**src/rtl/paralelo_serial_param_if.sv**
```systemverilog
// Parallel-word handshake and serial-output bundle for paralelo_serial_param.
// The master side (producer/observer) drives valid_in/data_in and watches the
// serial stream; the slave side is the serialiser itself.
interface paralelo_serial_param_if #(
  parameter int WIDTH = 8,
  parameter int DEPTH = 4
) ();
  localparam int CNTW = $clog2(DEPTH) + 1;

  logic             valid_in;
  logic [WIDTH-1:0] data_in;
  logic             ready_out;
  logic             data_out;
  logic             frame_sync;
  logic             sending_data;
  logic [CNTW-1:0]  fifo_count;

  modport master (
    output valid_in,
    output data_in,
    input  ready_out,
    input  data_out,
    input  frame_sync,
    input  sending_data,
    input  fifo_count
  );

  modport slave (
    input  valid_in,
    input  data_in,
    output ready_out,
    output data_out,
    output frame_sync,
    output sending_data,
    output fifo_count
  );
endinterface

```
**src/rtl/paralelo_serial_param.sv**
```systemverilog
// Parallel-to-serial converter with a small input FIFO.
// Words are queued through a valid/ready handshake and serialised one bit per
// clk_32f cycle in back-to-back frames of WIDTH bits. When nothing is queued
// at a frame boundary the IDLE_WORD pattern is sent instead, so the line never
// goes quiet. frame_sync marks the first bit of each frame and sending_data
// tells the receiver whether the frame carries real data.
module paralelo_serial_param #(
  parameter int               WIDTH     = 8,
  parameter int               DEPTH     = 4,
  parameter logic [WIDTH-1:0] IDLE_WORD = WIDTH'(8'hBC),
  parameter bit               LSB_FIRST = 1'b0
) (
  input  logic                    clk_32f,
  input  logic                    reset,
  paralelo_serial_param_if.slave  bus
);

  localparam int AW   = $clog2(DEPTH);
  localparam int CW   = $clog2(WIDTH);
  localparam int CNTW = $clog2(DEPTH) + 1;

  // ---------------------------------------------------------------------------
  // State
  // ---------------------------------------------------------------------------
  logic [WIDTH-1:0] mem_r [DEPTH];
  logic [AW-1:0]    wr_ptr_r;
  logic [AW-1:0]    rd_ptr_r;
  logic [CNTW-1:0]  count_r;
  logic [CW-1:0]    bit_cnt_r;
  logic [WIDTH-1:0] word_r;
  logic             data_out_r;
  logic             frame_sync_r;
  logic             sending_r;

  // ---------------------------------------------------------------------------
  // Combinational decode
  // ---------------------------------------------------------------------------
  logic             ready_s;
  logic             push_s;
  logic             load_s;
  logic             fifo_empty_s;
  logic             pop_s;
  logic             last_bit_s;
  logic [CW-1:0]    bit_idx_s;
  logic [WIDTH-1:0] sel_word_s;
  logic             next_bit_s;

  // Handshake, frame-boundary and FIFO-pop decode, all from pre-edge state so
  // a word pushed on a frame-load edge waits for the following frame.
  always_comb begin
    ready_s      = 1'b0;
    push_s       = 1'b0;
    load_s       = 1'b0;
    fifo_empty_s = 1'b1;
    pop_s        = 1'b0;
    last_bit_s   = 1'b0;
    if (reset) begin
      ready_s = (count_r < CNTW'(DEPTH));
    end else begin
      ready_s = 1'b0;
    end
    push_s       = bus.valid_in && ready_s;
    load_s       = (bit_cnt_r == CW'(0));
    fifo_empty_s = (count_r == CNTW'(0));
    if (reset && load_s && !fifo_empty_s) begin
      pop_s = 1'b1;
    end else begin
      pop_s = 1'b0;
    end
    last_bit_s = (bit_cnt_r == CW'(WIDTH - 1));
  end

  // Bit-position to word-index mapping; the frame position equals bit_cnt_r.
  always_comb begin
    bit_idx_s = '0;
    if (LSB_FIRST) begin
      bit_idx_s = bit_cnt_r;
    end else begin
      bit_idx_s = CW'(WIDTH - 1) - bit_cnt_r;
    end
  end

  // Word feeding the serial output: on a frame load it is the FIFO head or the
  // idle pattern, otherwise the word latched at the start of this frame.
  always_comb begin
    sel_word_s = word_r;
    if (load_s) begin
      if (fifo_empty_s) begin
        sel_word_s = IDLE_WORD;
      end else begin
        sel_word_s = mem_r[rd_ptr_r];
      end
    end else begin
      sel_word_s = word_r;
    end
    next_bit_s = sel_word_s[bit_idx_s];
  end

  // ---------------------------------------------------------------------------
  // Sequential logic
  // ---------------------------------------------------------------------------

  // Frame bit counter: 0..WIDTH-1, wrapping, restarted by reset so the first
  // released edge is a frame load.
  always_ff @(posedge clk_32f) begin
    if (!reset) begin
      bit_cnt_r <= CW'(0);
    end else if (last_bit_s) begin
      bit_cnt_r <= CW'(0);
    end else begin
      bit_cnt_r <= bit_cnt_r + CW'(1);
    end
  end

  // FIFO storage; contents need no reset because the pointers define validity.
  always_ff @(posedge clk_32f) begin
    if (push_s) begin
      mem_r[wr_ptr_r] <= bus.data_in;
    end
  end

  // FIFO pointers, wrapping naturally because DEPTH is a power of two.
  always_ff @(posedge clk_32f) begin
    if (!reset) begin
      wr_ptr_r <= AW'(0);
      rd_ptr_r <= AW'(0);
    end else begin
      if (push_s) begin
        wr_ptr_r <= wr_ptr_r + AW'(1);
      end
      if (pop_s) begin
        rd_ptr_r <= rd_ptr_r + AW'(1);
      end
    end
  end

  // Occupancy count; a simultaneous push and pop leaves it unchanged.
  always_ff @(posedge clk_32f) begin
    if (!reset) begin
      count_r <= CNTW'(0);
    end else begin
      case ({push_s, pop_s})
        2'b10:   count_r <= count_r + CNTW'(1);
        2'b01:   count_r <= count_r - CNTW'(1);
        default: count_r <= count_r;
      endcase
    end
  end

  // Serial output registers; reset aborts any frame in flight.
  always_ff @(posedge clk_32f) begin
    if (!reset) begin
      word_r       <= '0;
      data_out_r   <= 1'b0;
      frame_sync_r <= 1'b0;
      sending_r    <= 1'b0;
    end else begin
      data_out_r   <= next_bit_s;
      frame_sync_r <= load_s;
      if (load_s) begin
        word_r    <= sel_word_s;
        sending_r <= !fifo_empty_s;
      end
    end
  end

  // ---------------------------------------------------------------------------
  // Outputs
  // ---------------------------------------------------------------------------
  assign bus.ready_out    = ready_s;
  assign bus.data_out     = data_out_r;
  assign bus.frame_sync   = frame_sync_r;
  assign bus.sending_data = sending_r;
  assign bus.fifo_count   = count_r;

endmodule

```
**src/flat_wrapper.sv**
```systemverilog
// flat-port wrapper written by rule: the top's interface ports become plain ports
module paralelo_serial_param_flat 
#(
  parameter int               WIDTH     = 8,
  parameter int               DEPTH     = 4,
  parameter logic [WIDTH-1:0] IDLE_WORD = WIDTH'(8'hBC),
  parameter bit               LSB_FIRST = 1'b0
)
  (clk_32f, reset, bus_valid_in, bus_data_in, bus_ready_out, bus_data_out, bus_frame_sync, bus_sending_data, bus_fifo_count);
  paralelo_serial_param_if #(.WIDTH(WIDTH), .DEPTH(DEPTH)) bus_i ();
  input  logic clk_32f;
  input  logic reset;
  input wire logic [$bits(bus_i.valid_in)-1:0] bus_valid_in;
  input wire logic [$bits(bus_i.data_in)-1:0] bus_data_in;
  output wire logic [$bits(bus_i.ready_out)-1:0] bus_ready_out;
  output wire logic [$bits(bus_i.data_out)-1:0] bus_data_out;
  output wire logic [$bits(bus_i.frame_sync)-1:0] bus_frame_sync;
  output wire logic [$bits(bus_i.sending_data)-1:0] bus_sending_data;
  output wire logic [$bits(bus_i.fifo_count)-1:0] bus_fifo_count;
  assign bus_i.valid_in = bus_valid_in;
  assign bus_i.data_in = bus_data_in;
  assign bus_ready_out = bus_i.ready_out;
  assign bus_data_out = bus_i.data_out;
  assign bus_frame_sync = bus_i.frame_sync;
  assign bus_sending_data = bus_i.sending_data;
  assign bus_fifo_count = bus_i.fifo_count;
  paralelo_serial_param #(.WIDTH(WIDTH), .DEPTH(DEPTH), .IDLE_WORD(IDLE_WORD), .LSB_FIRST(LSB_FIRST)) u_core (.clk_32f(clk_32f), .reset(reset), .bus(bus_i));
endmodule
```
**config.mk**
```make
export PLATFORM = sky130hd
export DESIGN_NAME = paralelo_serial_param_flat
export DESIGN_NICKNAME = d
export VERILOG_FILES = /design/src/rtl/paralelo_serial_param_if.sv /design/src/rtl/paralelo_serial_param.sv /design/src/flat_wrapper.sv
export SDC_FILE = /design/constraint.sdc
export NUM_CORES = 1
export LEC_CHECK = 0
export ABC_AREA = 1
export CORE_UTILIZATION = 55
export DETAILED_ROUTE_END_ITERATION = 6
export HOLD_SLACK_MARGIN = 0.03
export PLACE_DENSITY_LB_ADDON = 0.15
export SYNTH_ARGS = -nofsm -noshare
export SYNTH_HDL_FRONTEND = slang
export SYNTH_SLANG_ARGS = --single-unit
```
**constraint.sdc**
```tcl
create_clock -name clk_32f -period 2.79 [get_ports clk_32f]
set_input_delay 0.558 -clock clk_32f [delete_from_list [all_inputs] [get_ports clk_32f]]
set_output_delay 0.558 -clock clk_32f [all_outputs]
set_load 0.05 [all_outputs]
```
Word-level counts from Yosys, hierarchy flattened
Memory sizes are Yosys's and may differ from the RTL's. A register that Yosys moved wholly into a read port is not among the register bits.
Cells that the tools add are included.
{"block": "classes", "n_addsub": 6, "magnitude_cmp": 2, "n_eq_ne": 3, "muxes": 11, "n_bitwise": 1, "n_reduce_logical": 8}
{"op": "two-way mux 8 bit", "n": 2}
{"op": "adder 3 x 1 -> 3 bit (second input constant)", "n": 2}
{"op": "logical NOT 3 bit", "n": 2}
{"op": "case mux 3 bit (2 select lines)", "n": 1}
{"op": "two-way mux 1 bit", "n": 5}
{"op": "adder 2 x 1 -> 2 bit (second input constant)", "n": 2}
{"op": "less-than comparator 3 x 4 -> 1 bit (second input constant)", "n": 1}
{"op": "two-way mux 2 bit", "n": 2}
{"op": "binary-select mux 1 bit (select 3 bit)", "n": 1}
{"op": "== test 3 bit (second input constant)", "n": 1}
{"op": "logical AND 1 bit", "n": 3}
{"op": "less-than comparator 3 bit (second input constant)", "n": 1}
{"op": "subtractor 3 x 1 -> 3 bit (second input constant)", "n": 1}
{"op": "subtractor 3 bit (first input constant)", "n": 1}
{"op": "== test 2 x 1 -> 1 bit (second input constant)", "n": 1}
{"op": "== test 2 bit (second input constant)", "n": 1}
{"op": "nonzero test 2 bit", "n": 1}
{"op": "OR reduction 2 bit", "n": 1}
{"op": "logical NOT 1 bit", "n": 1}
{"op": "inverter 1 bit", "n": 1}
{"block": "word_totals", "regBits": 21, "mem_bits_rw": 32, "inputBits": 11, "out_inout_bits": 7, "word_cells": 40, "n_memories": 1}
{"name": "u_core.mem_r", "words": 4, "width": 8, "read_ports": 1, "rd_clocked_by_memory_dff": 1, "write_ports": 1, "line_no": "paralelo_serial_param.sv:25", "source": "logic [WIDTH-1:0] mem_r [DEPTH];"}

Depth between registers and ports, before layout
Gate-level depths: netlist of the first run.
{"block": "depth", "depth_word": 6, "ltp_mapped": 13, "mapped_depth_nobuf": 13}

Worst setup path after synthesis of the first run
Ideal clock, no wire load.
{"block": "synth_timing", "path_kind": "input to register", "from": "input port reset", "to": "register u_core.count_r[1] (netlist: u_core.bus.fifo_count[1])", "setup_time_ns": 0.065, "arrival_time_ns": 2.609, "required_time_ns": 2.725, "setup_slack_ns": 0.116, "stages": 9, "n_path_buf": 0, "cell_sequence": "inv_1 > nor2_1 > nand2_1 > ha_1 > inv_1 > fa_1 > nor2_1 > a21oi_1 > nor2_1"}
{"block": "synth_between", "elab_cells_between_ends": 9, "cone_classes": "2 x eq/ne; 3 x mux; 4 x reduce/logical"}
{"element": "from (decl)", "line_no": "flat_wrapper.sv:12", "source": "input logic reset;"}
{"element": "two-way mux 1 bit *", "line_no": "paralelo_serial_param.sv:57", "source": "if (reset) begin"}
{"element": "named net bus_ready_out", "line_no": "flat_wrapper.sv:15", "source": "output wire logic [$bits(bus_i.ready_out)-1:0] bus_ready_out;"}
{"element": "logical AND 1 bit *", "line_no": "paralelo_serial_param.sv:62", "source": "push_s = bus.valid_in && ready_s;"}
{"element": "== test 2 x 1 -> 1 bit or == test 2 bit (tied branches)", "line_no": "paralelo_serial_param.sv:142", "source": "case ({push_s, pop_s})"}
{"element": "case mux 3 bit (2 select lines) or nonzero test 2 bit (tied branches)"}
{"element": "to (signal assigned)", "line_no": "paralelo_serial_param.sv:143", "source": "2'b10: count_r <= count_r + CNTW'(1);"}
{"element": "to (signal assigned)", "line_no": "paralelo_serial_param.sv:144", "source": "2'b01: count_r <= count_r - CNTW'(1);"}
{"element": "to (signal assigned)", "line_no": "paralelo_serial_param.sv:145", "source": "default: count_r <= count_r;"}
{"element": "to (decl)", "line_no": "paralelo_serial_param.sv:28", "source": "logic [CNTW-1:0] count_r;"}
The timed path passes the listed nets; every way through them passes the cells marked *.
A chain may end at the register's enable or synchronous reset.

Worst setup path in the final report of the first run
{"block": "layout_timing", "from": "register u_core.bit_cnt_r[0]", "to": "register u_core.count_r[2] (netlist: u_core.bus.fifo_count[2])"}
{"block": "layout_between", "elab_chain_cells": 6, "elab_cells_between_ends": 8, "cone_classes": "2 x eq/ne; 2 x mux; 4 x reduce/logical"}
{"element": "from (decl)", "line_no": "paralelo_serial_param.sv:29", "source": "logic [CW-1:0] bit_cnt_r;"}
{"element": "from (signal assigned)", "line_no": "paralelo_serial_param.sv:111", "source": "bit_cnt_r <= bit_cnt_r + CW'(1);"}
{"element": "logical NOT 3 bit *", "line_no": "paralelo_serial_param.sv:63", "source": "load_s = (bit_cnt_r == CW'(0));"}
{"element": "logical AND 1 bit * (2 in a row)", "line_no": "paralelo_serial_param.sv:65", "source": "if (reset && load_s && !fifo_empty_s) begin"}
{"element": "two-way mux 1 bit *", "line_no": "paralelo_serial_param.sv:65"}
{"element": "named net u_core.pop_s", "line_no": "paralelo_serial_param.sv:42", "source": "logic pop_s;"}
{"element": "== test 2 x 1 -> 1 bit or == test 2 bit (tied branches)", "line_no": "paralelo_serial_param.sv:142"}
{"element": "case mux 3 bit (2 select lines) or nonzero test 2 bit (tied branches)"}
Marked as above.

==> results of run 1 <==
==> where the power goes <==
part | total [mW] | internal, mW | switching, mW | leakage [nW]
registers | 0.939 | 0.904 | 0.0345 | 0.480
clock network | 0.606 | 0.359 | 0.248 | 0.0654
logic | 0.291 | 0.109 | 0.182 | 0.590
total | 1.84 | 1.37 | 0.464 | 1.13
==> per-layer routing <==
metal	share of wire, %	vias to the layer above
met2	50	45
met3	4.0	7
met5	0	-
met1	44	740
li1	-	828
met4	1.5	0
==> cells by family after synthesis <==
family	count (synthesis)	synth area share [%]
flops	55	60.2
xor+xnor	1	0.371
fa+ha+maj	9	5.08
buf+inv	44	8.37
simple gates	112	21.5
compound gates	19	4.50
==> registers in the layout (all words and copies together), names as in the netlist, named ones only <==
| signal | flops |
|---|---|
| u_core.bus.fifo_count | 3 |
| u_core.word_r | 8 |
| u_core.bit_cnt_r | 3 |
| u_core.bus.data_out | 1 |
| u_core.bus.frame_sync | 1 |
| u_core.bus.sending_data | 1 |
| u_core.mem_r | 32 |
| u_core.wr_ptr_r | 2 |
| u_core.rd_ptr_r | 2 |
==> layout make-up <==
class	count	area, sq um
Sequential cell	55	1420
Tap cell	50	62.6
Inverter	39	151
Clock inverter	2	60.1
Timing Repair Buffer	25	240
Multi-Input combinational cell	141	743
Clock buffer	6	72.6
Fill cell	311	1310
==> Yosys cell counts (2+ instances only) <==
cell type	instances	area, sq um
nand2_2	4	25.0
or2_1	3	18.8
a21oi_1	12	60.1
edfxtp_1	32	961
o21ai_0	5	25.0
or2_0	2	12.5
nor2_1	22	82.6
or2_2	2	12.5
dfxtp_1	23	460
inv_2	5	18.8
inv_1	33	124
nand3_2	2	20.0
ha_1	8	100
nand3_1	30	150
nand2_1	45	169
buf_6	2	22.5
==> critical path, stage by stage (launching register included) <==
cell and delay (ns):
dfxtp_1 0.39, inv_1 0.17, ha_1 0.21, nand2_4 0.09, a21oi_4 0.13, inv_2 0.05, nor2_2 0.16, ha_1 0.17
inv_1 0.07, fa_1 0.39, a21oi_1 0.18, o21ai_0 0.13, xor2_1 0.15, nor2_1 0.09
==> worst min path at each step <==
stage / from / to / slack [ns] / cells after the start
after floorplan: u_core.rd_ptr_r[1] / register / 0.44 / 2
after global placement: u_core.rd_ptr_r[1] / register / 0.46 / 2
after detailed placement: u_core.bus.sending_data / u_core.bus.sending_data / 0.46 / 2
after CTS: u_core.bus.sending_data / u_core.bus.sending_data / 0.47 / 2
after global routing: u_core.bus.sending_data / u_core.bus.sending_data / 0.48 / 2
final: u_core.bus.sending_data / u_core.bus.sending_data / 0.47 / 2
==> metrics by stage <==
| stage | area (sq um) | hold slack, ns |
|---|---|---|
| after floorplan | 2360 | 0.441 |
| after global placement | 2620 | 0.455 |
| after detailed placement | 2620 | 0.460 |
| after CTS | 2750 | 0.473 |
| after global routing | 2750 | 0.483 |
| final | 2750 | 0.473 |
==> results.py, run 1 <==
metrics = {
    "status": {
        "status": "finished clean",
    },
    "yosys": {
        "synthFlopType": "edfxtp_1",
        "async_reset_ff_share_pct": 0,
        "postSynthCellCount": 240,
        "ys_types": 26,
        "syn-cell-area_sq_um": 2360,
        "syn_nets": 260,
        "synth_edf_count": 32,
        "ys_ff_latch": 55,
        "yosysWarningCount": 0,
        "syn-mean-instance-area_sq_um": 9.84,
        "seq_area_frac_synth_pct": 60.2,
    },
    "placement": {
        "dp_hpwl_mm": 2.80,
        "placed_cells": 310,
        "numPortBuffers": 17,
        "dp_slack_ns": 0.238,
        "gp_congestion": 0.765,
    },
    "pwr": {
        "p_leak_nw": 1.13,
        "power.density_nw_per_um2": 667,
        "ir_worst_vdd_v": 0.000391,
        "finalPower_mw": 1.84,
    },
    "timing": {
        "worstMarginPinSlew_ns": 0.710,
        "clock_skew_ns": 0.00945,
        "min_period_ns": 2.44,
        "layout_setup_ws_ns": 0.345,
        "setup_viol": 0,
        "slew_violations": 0,
        "fmax_ghz": 0.409,
        "finalHoldViolCount": 0,
        "tns_ns": 0,
        "period_share_pct": 87.6,
        "slew_headroom_pct": 52.6,
        "rsz0062_at_grt": "false",
    },
    "routing": {
        "route.vias.total": 1620,
        "drt_iter0_drc": 77,
        "drc": 0,
        "finalWirelength_mm": 4.30,
        "antenna_violating_nets_post_route": 0,
        "first_pass_iters": 5,
        "wl_per_cell_um": 13.5,
        "vias_per_cell": 5.09,
    },
    "clock_tree": {
        "path_clk_slew_ns": 0.09,
        "htree_num_levels": 2,
        "hold_buffers": 0,
        "cts_buffer_depth": 2,
        "cts_buffers": 5,
        "cts_resized": 0,
        "cts.sinks": 55,
        "cts_tree": "done",
        "worstSkewPairLatency_ns": 0.31,
        "post_cts_buffers": 0,
        "root_buffer": "clkbuf_8",
    },
    "layout": {
        "layout.cells.non_filler": 318,
        "final_core_util_pct": 67.8,
        "drive_gt1_share_pct": 12.3,
        "layout_commonest_cell": "nand2_1",
        "nets": 287,
        "area_growth_pct": 16.5,
        "antenna_cells": 0,
        "layout_common_cells": "nand2_1 (45), inv_1 (33), edfxtp_1 (32), nand3_1 (30), dfxtp_1 (23)",
    },
    "floorplan": {
        "fp.dieW_um": 67.5,
        "boundaryPins": 18,
        "dieArea_sq_um": 4560,
        "core_area_sq_um": 4060,
        "initial_core_util_pct": 58.2,
        "num_rows": 23,
        "die_h_um": 67.5,
    },
    "setup_path": {
        "endpoint": "u_core.bus.fifo_count[2]",
        "rr_worst_depth": 13,
        "critPathMaxFanout": 7,
        "regToRegSetupSlack_ns": 0.35,
        "path_class": "register to register",
        "required_ns": 3.04,
        "reg2reg_to": "u_core.bus.fifo_count[2]",
        "arrival_ns": 2.70,
        "r2r-start": "u_core.bit_cnt_r[0]",
        "startpoint": "u_core.bit_cnt_r[0]",
        "crit_path_end_kind": "register",
        "critPathLaunchType": "register",
    },
    "global_route": {
        "grt_pass1_vias": 1514,
        "grtUsageTotal_pct": 21.6,
        "grt_use_met1_pct": 27.5,
        "antenna_found_initial": 0,
        "grt_util_met2_pct": 35.9,
        "grt_pass1_wl_mm": 6.89,
        "grt_busiest_layer": "met2",
        "overflow": 0,
        "met3_usage_pct": 4.05,
        "grt_max_degree": 18,
    },
    "job": {
        "max_cap_viol_count": 0,
    },
    "hold_path": {
        "worstHoldPathType": "register to register",
    },
}
(Power assumes the default switching activity.)
==> run 2: changes to the inputs <==
SKIP_CTS_REPAIR_TIMING = 1   (was default)
==> results of run 2 <==
Final layout, timing and power as in run 1 (identical DEF).
==> run 3: changes to the inputs <==
CAP_MARGIN = 20   (was default)
==> results of run 3 <==
Final layout, timing and power as in run 1 (identical DEF).
